===== src/rtl/rat_intr_pkg.sv =====
// rtl/rat_intr_pkg.sv - shared types and constants for the interrupt controller
package rat_intr_pkg;

  localparam int NUM_SRC = 8;

  // Register offsets relative to BASE_PORT
  localparam logic [7:0] MASK_OFS = 8'd0;
  localparam logic [7:0] PEND_OFS = 8'd1;
  localparam logic [7:0] ID_OFS   = 8'd2;

  typedef enum logic [1:0] {
    IDLE    = 2'd0,
    REQ     = 2'd1,
    SERVICE = 2'd2
  } state_t;

endpackage


===== src/rtl/rat_intr_ctrl_if.sv =====
// rtl/rat_intr_ctrl_if.sv - CPU I/O bus and interrupt handshake bundle
interface rat_intr_ctrl_if;

  logic [7:0] irq;
  logic       io_strb;
  logic [7:0] port_id;
  logic [7:0] out_port;
  logic [7:0] in_data;
  logic       in_hit;
  logic       intr_ack;
  logic       intr_eoi;
  logic       interrupt;
  logic [2:0] active_id;
  logic       in_service;

  modport slave (
    input  irq, io_strb, port_id, out_port, intr_ack, intr_eoi,
    output in_data, in_hit, interrupt, active_id, in_service
  );

  modport master (
    output irq, io_strb, port_id, out_port, intr_ack, intr_eoi,
    input  in_data, in_hit, interrupt, active_id, in_service
  );

endinterface


===== src/rtl/rat_prio_enc8.sv =====
// rtl/rat_prio_enc8.sv - 8-bit priority encoder, lowest set index wins
module rat_prio_enc8 (
  input  logic [7:0] req,
  output logic       valid,
  output logic [2:0] idx
);

  // Scan downward so the lowest set bit is the last assignment
  always_comb begin
    valid = |req;
    idx   = 3'd0;
    for (int i = 7; i >= 0; i--) begin
      if (req[i]) idx = 3'(i);
    end
  end

endmodule


===== src/rtl/rat_intr_ctrl.sv =====
// rtl/rat_intr_ctrl.sv - edge-triggered, maskable, non-nesting interrupt controller
module rat_intr_ctrl
  import rat_intr_pkg::*;
#(
  parameter logic [7:0] BASE_PORT = 8'hF0
) (
  input  logic           clk,
  input  logic           reset_n,
  rat_intr_ctrl_if.slave bus
);

  localparam logic [7:0] MASK_PORT = BASE_PORT + MASK_OFS;
  localparam logic [7:0] PEND_PORT = BASE_PORT + PEND_OFS;
  localparam logic [7:0] ID_PORT   = BASE_PORT + ID_OFS;

  state_t state, state_nxt;

  logic [NUM_SRC-1:0] mask, pending, prev;
  logic [NUM_SRC-1:0] edges, eligible, clr, ack_bit;
  logic [2:0]         active_id, win_idx;
  logic               win_valid, wr_mask, wr_pend, ack_take;

  rat_prio_enc8 u_enc (
    .req   (eligible),
    .valid (win_valid),
    .idx   (win_idx)
  );

  assign edges    = bus.irq & ~prev;
  assign eligible = pending & mask;
  assign wr_mask  = bus.io_strb && (bus.port_id == MASK_PORT);
  assign wr_pend  = bus.io_strb && (bus.port_id == PEND_PORT);
  assign ack_take = (state == REQ) && bus.intr_ack && win_valid;
  assign ack_bit  = 8'(1) << win_idx;
  assign clr      = (wr_pend ? bus.out_port : 8'h00) | (ack_take ? ack_bit : 8'h00);

  always_ff @(posedge clk) begin
    if (!reset_n) state <= IDLE;
    else          state <= state_nxt;
  end

  always_comb begin
    state_nxt = state;
    case (state)
      IDLE:    if (win_valid) state_nxt = REQ;
      REQ: begin
        if (!win_valid)        state_nxt = IDLE;
        else if (bus.intr_ack) state_nxt = SERVICE;
      end
      SERVICE: if (bus.intr_eoi) state_nxt = IDLE;
      default: state_nxt = IDLE;
    endcase
  end

  always_comb begin
    bus.interrupt  = (state == REQ);
    bus.in_service = (state == SERVICE);
  end

  // A new edge overrides any clear landing on the same bit
  always_ff @(posedge clk) begin
    if (!reset_n) begin
      mask      <= '0;
      pending   <= '0;
      active_id <= 3'd0;
      prev      <= bus.irq;
    end else begin
      prev    <= bus.irq;
      pending <= (pending & ~clr) | edges;
      if (wr_mask)  mask      <= bus.out_port;
      if (ack_take) active_id <= win_idx;
    end
  end

  assign bus.active_id = active_id;

  always_comb begin
    bus.in_hit  = 1'b0;
    bus.in_data = 8'h00;
    if (bus.port_id == MASK_PORT) begin
      bus.in_hit  = 1'b1;
      bus.in_data = mask;
    end else if (bus.port_id == PEND_PORT) begin
      bus.in_hit  = 1'b1;
      bus.in_data = pending;
    end else if (bus.port_id == ID_PORT) begin
      bus.in_hit  = 1'b1;
      bus.in_data = {bus.in_service, 4'b0000, active_id};
    end
  end

endmodule


===== src/flat_wrapper.sv =====
// flat-port wrapper written by rule: the top's interface ports become plain ports
module rat_intr_ctrl_flat import rat_intr_pkg::*;
#(
  parameter logic [7:0] BASE_PORT = 8'hF0
)
  (clk, reset_n, bus_irq, bus_io_strb, bus_port_id, bus_out_port, bus_intr_ack, bus_intr_eoi, bus_in_data, bus_in_hit, bus_interrupt, bus_active_id, bus_in_service);
  rat_intr_ctrl_if bus_i ();
  input  logic clk;
  input  logic reset_n;
  input wire logic [$bits(bus_i.irq)-1:0] bus_irq;
  input wire logic [$bits(bus_i.io_strb)-1:0] bus_io_strb;
  input wire logic [$bits(bus_i.port_id)-1:0] bus_port_id;
  input wire logic [$bits(bus_i.out_port)-1:0] bus_out_port;
  input wire logic [$bits(bus_i.intr_ack)-1:0] bus_intr_ack;
  input wire logic [$bits(bus_i.intr_eoi)-1:0] bus_intr_eoi;
  output wire logic [$bits(bus_i.in_data)-1:0] bus_in_data;
  output wire logic [$bits(bus_i.in_hit)-1:0] bus_in_hit;
  output wire logic [$bits(bus_i.interrupt)-1:0] bus_interrupt;
  output wire logic [$bits(bus_i.active_id)-1:0] bus_active_id;
  output wire logic [$bits(bus_i.in_service)-1:0] bus_in_service;
  assign bus_i.irq = bus_irq;
  assign bus_i.io_strb = bus_io_strb;
  assign bus_i.port_id = bus_port_id;
  assign bus_i.out_port = bus_out_port;
  assign bus_i.intr_ack = bus_intr_ack;
  assign bus_i.intr_eoi = bus_intr_eoi;
  assign bus_in_data = bus_i.in_data;
  assign bus_in_hit = bus_i.in_hit;
  assign bus_interrupt = bus_i.interrupt;
  assign bus_active_id = bus_i.active_id;
  assign bus_in_service = bus_i.in_service;
  rat_intr_ctrl #(.BASE_PORT(BASE_PORT)) u_core (.clk(clk), .reset_n(reset_n), .bus(bus_i));
endmodule

===== config.mk =====
export PLATFORM = sky130hd
export DESIGN_NAME = rat_intr_ctrl_flat
export DESIGN_NICKNAME = d
export VERILOG_FILES = /design/src/rtl/rat_intr_pkg.sv /design/src/rtl/rat_intr_ctrl_if.sv /design/src/rtl/rat_prio_enc8.sv /design/src/rtl/rat_intr_ctrl.sv /design/src/flat_wrapper.sv
export SDC_FILE = /design/constraint.sdc
export NUM_CORES = 1
export LEC_CHECK = 0
export ABC_AREA = 1
export ABC_CLOCK_PERIOD_IN_PS = 1400
export BUFFER_PORTS_ARGS = -buffer_cell sky130_fd_sc_hd__clkbuf_2
export CAP_MARGIN = 30
export CELL_PAD_IN_SITES_DETAIL_PLACEMENT = 0
export CELL_PAD_IN_SITES_GLOBAL_PLACEMENT = 1
export CORE_MARGIN = 3
export CORE_UTILIZATION = 32
export DETAILED_ROUTE_END_ITERATION = 7
export GPL_ROUTABILITY_DRIVEN = 0
export PLACE_DENSITY_LB_ADDON = 0.1
export SETUP_SLACK_MARGIN = 0.2
export SKIP_LAST_GASP = 1
export SYNTH_ARGS = -nofsm -noshare
export SYNTH_HDL_FRONTEND = slang
export SYNTH_HIERARCHICAL = 1
export SYNTH_SLANG_ARGS = --single-unit

===== constraint.sdc =====
create_clock -name clk -period 1.4 [get_ports clk]
set_input_delay 0.21 -clock clk [delete_from_list [all_inputs] [get_ports clk]]
set_output_delay 0.21 -clock clk [all_outputs]
set_load 0.05 [all_outputs]

==> impl_metrics.xml, run 1 <==
<?xml version="1.0" encoding="UTF-8"?>
<metrics>
  <group name="timing">
    <metric name="finalMaxSlewViolations" unit="">0</metric>
    <metric name="final_period_minus_worst_setup_slack" unit="ns">1.608</metric>
    <metric name="rsz0062_at_grt" unit="">true</metric>
    <metric name="period_share" unit="%">114.9</metric>
    <metric name="timing_worst_slew_pin_value" unit="ns">0.2793</metric>
    <metric name="fin_worst_skew" unit="ns">0.007401</metric>
    <metric name="timing.fmax" unit="MHz">621.9</metric>
    <metric name="max-slew-margin-rel" unit="%">81.30</metric>
    <metric name="setup_slack" unit="ns">-0.2079</metric>
    <metric name="final_hold_violating_endpoints" unit="">0</metric>
    <metric name="final_layout_worst_hold_slack" unit="ns">0.04660</metric>
    <metric name="final_count_of_negative_setup_slack_endpoints" unit="">16</metric>
  </group>
  <group name="clock_tree">
    <metric name="tritoncts" unit="">yes</metric>
    <metric name="clk-insertion-delay-late" unit="ns">0.27</metric>
    <metric name="tritoncts.num_buffers" unit="">5</metric>
    <metric name="clk_pin_slew_worst_paths" unit="ns">0.06</metric>
    <metric name="post_cts_hold_buffer_count" unit="">0</metric>
    <metric name="cts.sinks" unit="">29</metric>
    <metric name="clk_path_buf_depth" unit="">2</metric>
    <metric name="cts_max_level" unit="">2</metric>
    <metric name="ctsRootBufferMaster" unit="">clkbuf_8</metric>
  </group>
  <group name="final_layout">
    <metric name="num_antenna_cells" unit="">0</metric>
    <metric name="layout.cell_area.non_filler" unit="mm2">0.003214</metric>
    <metric name="drive_above_1_share" unit="%">64.33</metric>
    <metric name="final_nets" unit="">370</metric>
    <metric name="n_fill_cell" unit="">312</metric>
    <metric name="syn2layout_area_growth" unit="%">109.7</metric>
  </group>
  <group name="pwr">
    <metric name="totalPowerFinal" unit="uW">2031</metric>
    <metric name="power.share.switching" unit="%">22.55</metric>
    <metric name="intPower" unit="uW">1573</metric>
    <metric name="peakVddDrop" unit="V">0.0004435</metric>
    <metric name="pwr-share-clk" unit="%">43.6</metric>
    <metric name="static-leakage-power" unit="uW">0.001442</metric>
    <metric name="power_per_cell_area" unit="mW/mm2">631.7</metric>
    <metric name="pwr-share-seq" unit="%">42.6</metric>
    <metric name="p_sw" unit="uW">458.0</metric>
    <metric name="combPwrFrac" unit="%">13.8</metric>
  </group>
  <group name="route">
    <metric name="route.antenna.remaining_nets" unit="">0</metric>
    <metric name="drt-total-wl" unit="um">5563</metric>
    <metric name="drtIter0Drc" unit="">83</metric>
    <metric name="dr.pass1.iters" unit="">4</metric>
    <metric name="via_count" unit="">1933</metric>
    <metric name="post-route-drc-count" unit="">0</metric>
    <metric name="drt-wirelength-per-cell" unit="um">14.12</metric>
    <metric name="post_drt_via_cell_ratio" unit="">4.906</metric>
  </group>
  <group name="run_status">
    <metric name="outcome" unit="">finished with violations</metric>
    <metric name="failed_checks" unit="">negative setup slack</metric>
  </group>
  <group name="grt">
    <metric name="grt_pass1_wl" unit="um">8466</metric>
    <metric name="grt_busiest_layer" unit="">met2</metric>
    <metric name="grt_start_max_net_pins" unit="">15</metric>
    <metric name="met2_demand_to_capacity_share_in_global_routing" unit="%">35.20</metric>
    <metric name="globalRouteMet1Util" unit="%">25.02</metric>
    <metric name="initial_antenna_violation_count" unit="">0</metric>
    <metric name="grt_pass1_vias" unit="">1847</metric>
    <metric name="gr-total-overflow" unit="">0</metric>
    <metric name="globalRouteMet3Util" unit="%">3.471</metric>
    <metric name="track_usage" unit="%">19.99</metric>
  </group>
  <group name="placement">
    <metric name="buffer_ports.inserted" unit="">42</metric>
    <metric name="place.detailed.hpwl" unit="um">3546</metric>
    <metric name="preCtsSetupSlack" unit="ns">-0.3417</metric>
    <metric name="postPlaceCellArea" unit="mm2">0.002297</metric>
  </group>
  <group name="synthesis">
    <metric name="post_synthesis_sequential_element_count" unit="">29</metric>
    <metric name="synth_seq_area_share" unit="%">37.88</metric>
    <metric name="syn-num-nets" unit="">253</metric>
    <metric name="syn_area" unit="mm2">0.001533</metric>
    <metric name="avg_inst_size_synth" unit="um2">6.843</metric>
    <metric name="synth_edf_count" unit="">0</metric>
    <metric name="yosys_most_used_dff" unit="">dfxtp_1</metric>
    <metric name="post_synth_cell_types" unit="">29</metric>
    <metric name="yosys_warnings" unit="">6</metric>
    <metric name="ys_async_sr_fraction" unit="%">0</metric>
    <metric name="syn-instance-count" unit="">224</metric>
  </group>
  <group name="critical_path">
    <metric name="critPathRequiredTime" unit="ns">1.61</metric>
    <metric name="timing.critical_path.fanout_max" unit="">6</metric>
    <metric name="cp-endpoint" unit="">u_core/pending[1]$_SDFF_PN0_</metric>
    <metric name="path_class" unit="">flop to flop</metric>
    <metric name="worstRegToRegCells" unit="">11</metric>
    <metric name="worstReg2RegEnd" unit="">u_core/pending[1]$_SDFF_PN0_</metric>
    <metric name="r2r_setup_slack" unit="ns">-0.21</metric>
    <metric name="end_kind" unit="">flop</metric>
    <metric name="cp.arrival" unit="ns">1.82</metric>
    <metric name="worst_setup_path_startpoint" unit="">u_core/pending[6]$_SDFF_PN0_</metric>
    <metric name="worstSetupStartpointType" unit="">flop</metric>
    <metric name="reg2reg_from" unit="">u_core/pending[6]$_SDFF_PN0_</metric>
  </group>
  <group name="floorplanning">
    <metric name="design.core.area" unit="mm2">0.004474</metric>
    <metric name="initial_core_util" unit="%">34.26</metric>
    <metric name="die_area" unit="mm2">0.005657</metric>
    <metric name="placementRows" unit="">24</metric>
    <metric name="chipHeight" unit="um">75.21</metric>
    <metric name="floorplan.io_pins" unit="">43</metric>
    <metric name="die_width" unit="um">75.21</metric>
  </group>
  <group name="worst_hold_path">
    <metric name="hp-start" unit="">bus_irq[4]</metric>
    <metric name="worst_hold_check_path_type" unit="">input pin to flop</metric>
  </group>
  <group name="flow_run">
    <metric name="maxCapViolations" unit="">0</metric>
  </group>
</metrics>
==> critical path, cell delays in order (launching register included) <==
cell,delay (ns)
dfxtp_2,0.32
nand2_2,0.06
inv_2,0.03
or2_4,0.26
nor3_4,0.17
nand2_2,0.10
nand3_2,0.08
nor2_4,0.06
clkbuf_16,0.16
nand2_1,0.08
nand3_1,0.08
a21oi_1,0.12
==> layout by cell type (no fill, tap or decap), drive strengths merged <==
master	n
a21oi	23
a31oi	1
buf	84
bufinv	1
clkbuf	39
clkinv	2
dfxtp	29
inv	42
nand2	53
nand3	20
nand4	17
nor2	12
nor3	7
o211ai	4
o21a	1
o21ai	6
or2	1
==> timing repair <==
item	CTS	global route
resized for setup	67	63
setup buffers	24	10
endpoints found under the setup margin	24	31
pin swaps	27	29
gates cloned	1	1
==> metal layers <==
layer | vias up | part of all wire [%] | wire length (um)
li1 | 967 | - | -
met1 | 896 | 42 | 2326
met2 | 59 | 52 | 2900
met3 | 11 | 4.5 | 249
met4 | 0 | 1.6 | 88
met5 | - | 0 | 0
==> Yosys cell counts (all sizes together) (2+ instances only) <==
cell type / instances / area [um2]
nand2: 53 / 219.0
inv: 42 / 157.7
dfxtp: 29 / 580.6
a21oi: 23 / 115.1
nand3: 20 / 100.1
nand4: 17 / 106.4
nor2: 11 / 67.57
nor3: 7 / 51.30
buf: 6 / 42.53
o21ai: 6 / 30.02
o211ai: 4 / 30.03
clkinv: 2 / 8.750
==> state kept, by name, indices dropped and copies added (netlist names) <==
register              flops
u_core/mask               8
u_core/pending            8
u_core/prev               8
u_core/bus.active_id      3
u_core/state              2
==> through the flow <==
step / setup TNS, ns / std cells / utilization (%)
after global placement: -3.811 / 350 / 51.34
after detailed placement: -4.007 / 350 / 51.34
after floorplan: -1.330 / 224 / -
after global routing: -3.665 / 394 / 71.84
final: -2.119 / 394 / 71.84
after CTS: -1.601 / 383 / 64.65
==> logic make-up after synthesis <==
kind of cell | after synthesis | share of synthesized area (%)
compound gates | 35 | 12.33
flops | 29 | 37.88
simple gates | 109 | 35.92
buf+inv | 51 | 13.88
==> layout make-up <==
class | instances | area (um2) | area share [%]
flip-flops and latches | 29 | 601.8 | 18.72
multi-input cells | 145 | 1114 | 34.64
clock inverters | 1 | 30.03 | 0.9342
inverters | 44 | 201.4 | 6.267
well taps | 52 | 65.06 | 2.024
repair buffers | 116 | 1116 | 34.72
clock buffers | 7 | 86.33 | 2.686
==> power by group through the flow <==
stage	Combinational (uW)	Sequential, uW	Clock, uW
6_report	280	865	885
4_1_cts	251	863	911
3_3_place_gp	194	882	0
5_1_grt	302	866	955
2_1_floorplan	88.0	883	0
3_5_place_dp	196	883	0
==> worst min path at each step <==
stage | endpoint | cells past startpoint
floorplan | u_core/prev[0]$_DFF_P_ | 0
global placement | u_core/prev[3]$_DFF_P_ | 1
detailed placement | u_core/prev[5]$_DFF_P_ | 1
CTS | u_core/prev[4]$_DFF_P_ | 1
global route | u_core/prev[4]$_DFF_P_ | 1
finish | u_core/prev[4]$_DFF_P_ | 1
Power figures use the tool's default switching activity.
==> inputs of run 2 (changes only) <==
- ABC_AREA: 1 -> default
- CORE_UTILIZATION: 32 -> 34
==> run 2 against run 1 <==
The flow still finishes with violations (negative setup slack). Critical path type unchanged. Die area down 7.1%. Combinational power down 14%. Worst setup slack got worse by 0.23 ns. Cell area down 19%. Highest routed layer unchanged. Utilization fell by 9.2 points. Worst hold slack lost 0.0015 ns. Sequential cell count did not move. Final cell count decreased by 22%. Sequential share of layout area up 4.0 points.
==> impl_metrics.xml, run 2 <==
<?xml version="1.0" encoding="UTF-8"?>
<metrics>
  <group name="placement">
    <metric name="postPlaceCellArea" unit="mm2">0.002267</metric>
    <metric name="buffer_ports.inserted" unit="">42</metric>
    <metric name="preCtsSetupSlack" unit="ns">-0.3957</metric>
    <metric name="place.detailed.hpwl" unit="um">3605</metric>
    <metric name="place.detailed.instances" unit="">291</metric>
  </group>
  <group name="synthesis">
    <metric name="netlist.top_cell.by_area" unit="">dfxtp_1</metric>
    <metric name="yosys_warnings" unit="">6</metric>
    <metric name="synth.top_cell.area_share" unit="%">38.60</metric>
    <metric name="syn_area" unit="mm2">0.001504</metric>
    <metric name="synth_seq_area_share" unit="%">38.60</metric>
    <metric name="post_synthesis_sequential_element_count" unit="">29</metric>
    <metric name="yosys_most_used_dff" unit="">dfxtp_1</metric>
    <metric name="synthTopCellsByArea" unit="">dfxtp_1, mux2i_1, nand3b_1, nand2_1, o311ai_0</metric>
    <metric name="yosys-top-cells-count" unit="">dfxtp_1, nand2_1, mux2i_1, nand3b_1</metric>
    <metric name="yosys.cell_count.top_type" unit="">dfxtp_1</metric>
    <metric name="ys_async_sr_fraction" unit="%">0</metric>
    <metric name="syn-num-nets" unit="">204</metric>
    <metric name="avg_inst_size_synth" unit="um2">8.594</metric>
    <metric name="syn-instance-count" unit="">175</metric>
    <metric name="post_synth_cell_types" unit="">31</metric>
    <metric name="synth_edf_count" unit="">0</metric>
  </group>
  <group name="critical_path">
    <metric name="path_class" unit="">flop to flop</metric>
    <metric name="end_kind" unit="">flop</metric>
    <metric name="worstSetupStartpointType" unit="">flop</metric>
    <metric name="timing.critical_path.fanout_max" unit="">4</metric>
    <metric name="cp.arrival" unit="ns">2.00</metric>
    <metric name="r2r_setup_slack" unit="ns">-0.44</metric>
    <metric name="reg2reg_from" unit="">u_core/pending[1]$_SDFF_PN0_</metric>
    <metric name="critPathRequiredTime" unit="ns">1.56</metric>
    <metric name="worstRegToRegCells" unit="">7</metric>
    <metric name="worstReg2RegEnd" unit="">u_core/pending[2]$_SDFF_PN0_</metric>
  </group>
  <group name="final_layout">
    <metric name="syn2layout_area_growth" unit="%">72.46</metric>
    <metric name="mostFrequentLayoutCells" unit="">buf_4, clkbuf_2, dfxtp_1</metric>
    <metric name="biggest_registers_after_layout" unit="">u_core/mask (8), u_core/pending (8), u_core/prev (8)</metric>
    <metric name="num_antenna_cells" unit="">0</metric>
    <metric name="fin_util" unit="%">62.59</metric>
    <metric name="final_common_cell" unit="">buf_4</metric>
    <metric name="final_nets" unit="">288</metric>
    <metric name="final-instance-count-excl-fill" unit="">309</metric>
    <metric name="layout.cell_area.non_filler" unit="mm2">0.002594</metric>
    <metric name="drive_above_1_share" unit="%">52.51</metric>
  </group>
  <group name="timing">
    <metric name="setup_slack" unit="ns">-0.4410</metric>
    <metric name="max-slew-margin-rel" unit="%">70.18</metric>
    <metric name="final_count_of_negative_setup_slack_endpoints" unit="">21</metric>
    <metric name="final_hold_violating_endpoints" unit="">0</metric>
    <metric name="fin_worst_skew" unit="ns">0.002339</metric>
    <metric name="period_share" unit="%">131.5</metric>
    <metric name="final_period_minus_worst_setup_slack" unit="ns">1.841</metric>
    <metric name="rsz0062_at_grt" unit="">true</metric>
    <metric name="timing_worst_slew_pin_value" unit="ns">0.4473</metric>
    <metric name="finalMaxSlewViolations" unit="">0</metric>
    <metric name="timing.fmax" unit="MHz">543.2</metric>
    <metric name="final_layout_worst_hold_slack" unit="ns">0.04513</metric>
  </group>
  <group name="pwr">
    <metric name="p_sw" unit="uW">435.6</metric>
    <metric name="combPwrFrac" unit="%">13.3</metric>
    <metric name="power.share.switching" unit="%">24.18</metric>
    <metric name="intPower" unit="uW">1366</metric>
    <metric name="peakVddDrop" unit="V">0.0005312</metric>
    <metric name="static-leakage-power" unit="uW">0.001060</metric>
    <metric name="pwr-share-seq" unit="%">48.1</metric>
    <metric name="pwr-share-clk" unit="%">38.6</metric>
    <metric name="power_per_cell_area" unit="mW/mm2">694.7</metric>
  </group>
  <group name="clock_tree">
    <metric name="clk-insertion-delay-late" unit="ns">0.28</metric>
    <metric name="cts_max_level" unit="">2</metric>
    <metric name="clk_path_buf_depth" unit="">2</metric>
    <metric name="clk_pin_slew_worst_paths" unit="ns">0.06</metric>
    <metric name="tritoncts.num_buffers" unit="">5</metric>
    <metric name="tritoncts" unit="">yes</metric>
    <metric name="post_cts_hold_buffer_count" unit="">0</metric>
    <metric name="cts.sinks" unit="">29</metric>
    <metric name="ctsRootBufferMaster" unit="">clkbuf_8</metric>
  </group>
  <group name="grt">
    <metric name="grt_pass1_wl" unit="um">7438</metric>
    <metric name="track_usage" unit="%">18.53</metric>
    <metric name="grt_start_max_net_pins" unit="">20</metric>
    <metric name="initial_antenna_violation_count" unit="">0</metric>
    <metric name="grt_pass1_vias" unit="">1598</metric>
    <metric name="gr-total-overflow" unit="">0</metric>
  </group>
  <group name="worst_hold_path">
    <metric name="worst_hold_check_path_type" unit="">input pin to flop</metric>
    <metric name="min_delay_path_depth" unit="">1</metric>
    <metric name="worst_min_delay_path_endpoint" unit="">u_core/prev[3]$_DFF_P_</metric>
    <metric name="hp-start" unit="">bus_irq[3]</metric>
  </group>
  <group name="route">
    <metric name="dr.pass1.iters" unit="">4</metric>
    <metric name="drtIter0Drc" unit="">63</metric>
    <metric name="drt-wirelength-per-cell" unit="um">15.50</metric>
    <metric name="post-route-drc-count" unit="">0</metric>
    <metric name="route.antenna.remaining_nets" unit="">0</metric>
    <metric name="drt-total-wl" unit="um">4790</metric>
    <metric name="via_count" unit="">1569</metric>
    <metric name="post_drt_via_cell_ratio" unit="">5.078</metric>
  </group>
  <group name="floorplanning">
    <metric name="die_area" unit="mm2">0.005258</metric>
    <metric name="initial_core_util" unit="%">36.29</metric>
    <metric name="design.core.area" unit="mm2">0.004144</metric>
    <metric name="placementRows" unit="">23</metric>
    <metric name="die_width" unit="um">72.51</metric>
    <metric name="chipHeight" unit="um">72.51</metric>
    <metric name="floorplan.io_pins" unit="">43</metric>
  </group>
  <group name="run_status">
    <metric name="outcome" unit="">finished with violations</metric>
    <metric name="failed_checks" unit="">negative setup slack</metric>
  </group>
  <group name="flow_run">
    <metric name="maxCapViolations" unit="">0</metric>
  </group>
</metrics>
[run 2: cell types whose count changed after synthesis, moves of 4 or more]
cell	delta
a21oi_1	-18
and2_1	+8
clkbuf_1	+6
inv_1	-38
mux2i_1	+18
nand2_1	-30
nand2b_1	+4
nand3_1	-11
nand3b_1	+10
nand4_1	-16
nor2b_1	+6
o21ai_0	+6
o311ai_0	+7
[run 2: worst max path at each step]
| stage | cells after the start | slack, ns | startpoint | endpoint |
|---|---|---|---|---|
| 6_report | 7 | -0.44 | u_core/pending[1]$_SDFF_PN0_ | u_core/pending[2]$_SDFF_PN0_ |
| 2_1_floorplan | 6 | -0.22 | u_core/pending[5]$_SDFF_PN0_ | u_core/pending[0]$_SDFF_PN0_ |
| 4_1_cts | 6 | -0.35 | u_core/pending[5]$_SDFF_PN0_ | u_core/pending[2]$_SDFF_PN0_ |
| 3_5_place_dp | 6 | -0.40 | u_core/mask[7]$_SDFFE_PN0P_ | u_core/pending[5]$_SDFF_PN0_ |
| 5_1_grt | 7 | -0.54 | u_core/pending[1]$_SDFF_PN0_ | u_core/pending[2]$_SDFF_PN0_ |
| 3_3_place_gp | 6 | -0.30 | u_core/pending[7]$_SDFF_PN0_ | u_core/pending[5]$_SDFF_PN0_ |
[run 2: final cells by class]
cell class / instances / area, um2
fillers: 364 / 1550
clock buffers: 7 / 86.33
well taps: 50 / 62.56
repair buffers: 88 / 764.5
multi-input cells: 132 / 1079
inverters: 3 / 11.26
flip-flops and latches: 29 / 590.6
[run 2: per-stage QoR]
step,total power [uW],setup TNS (ns)
2_1_floorplan,986.2,-3.601
3_3_place_gp,1099,-4.278
3_5_place_dp,1104,-5.271
4_1_cts,1800,-4.142
5_1_grt,1873,-5.958
6_report,1802,-4.510
[run 2: power by group through the flow]
stage	Clock (uW)	Sequential (uW)	Combinational, uW
detailed placement	0	885	219
global placement	0	885	214
finish	695	867	240
global route	746	869	259
CTS	707	866	228
floorplan	0	886	100
[run 2: cells by family (layout without fill, tap and decap cells)]
family	after synthesis	after routing	synth area share, %
compound gates	29	29	12.98
simple gates	85	85	31.95
flops	29	29	38.60
buf+inv	14	98	4.493
mux	18	18	11.98
[run 2: worst max-delay path, cell delays in order (launching register included)]
cell and delay, ns:
dfxtp_1 0.31, and2_1 0.18, nor2_1 0.23, a21boi_2 0.27, inv_1 0.15, buf_4 0.17, o311ai_2 0.31, o21ai_0 0.11
[run 2: metal layers]
layer  share of wire (%)  vias up  GRT usage [%]
li1                    -      797              -
met3                 4.4        8          5.125
met1                  44      730          22.91
met4                 1.4        0          6.967
met5                   0        -              0
met2                  50       34          30.64
[run 2: timing repair]
action / 4_1_cts / 5_1_grt
endpoints found under the setup margin: 31 / 33
resized for setup: 31 / 15
pin swaps: 9 / 7
hold endpoints to repair: 0 / 0
buffers inserted: 4 / 7
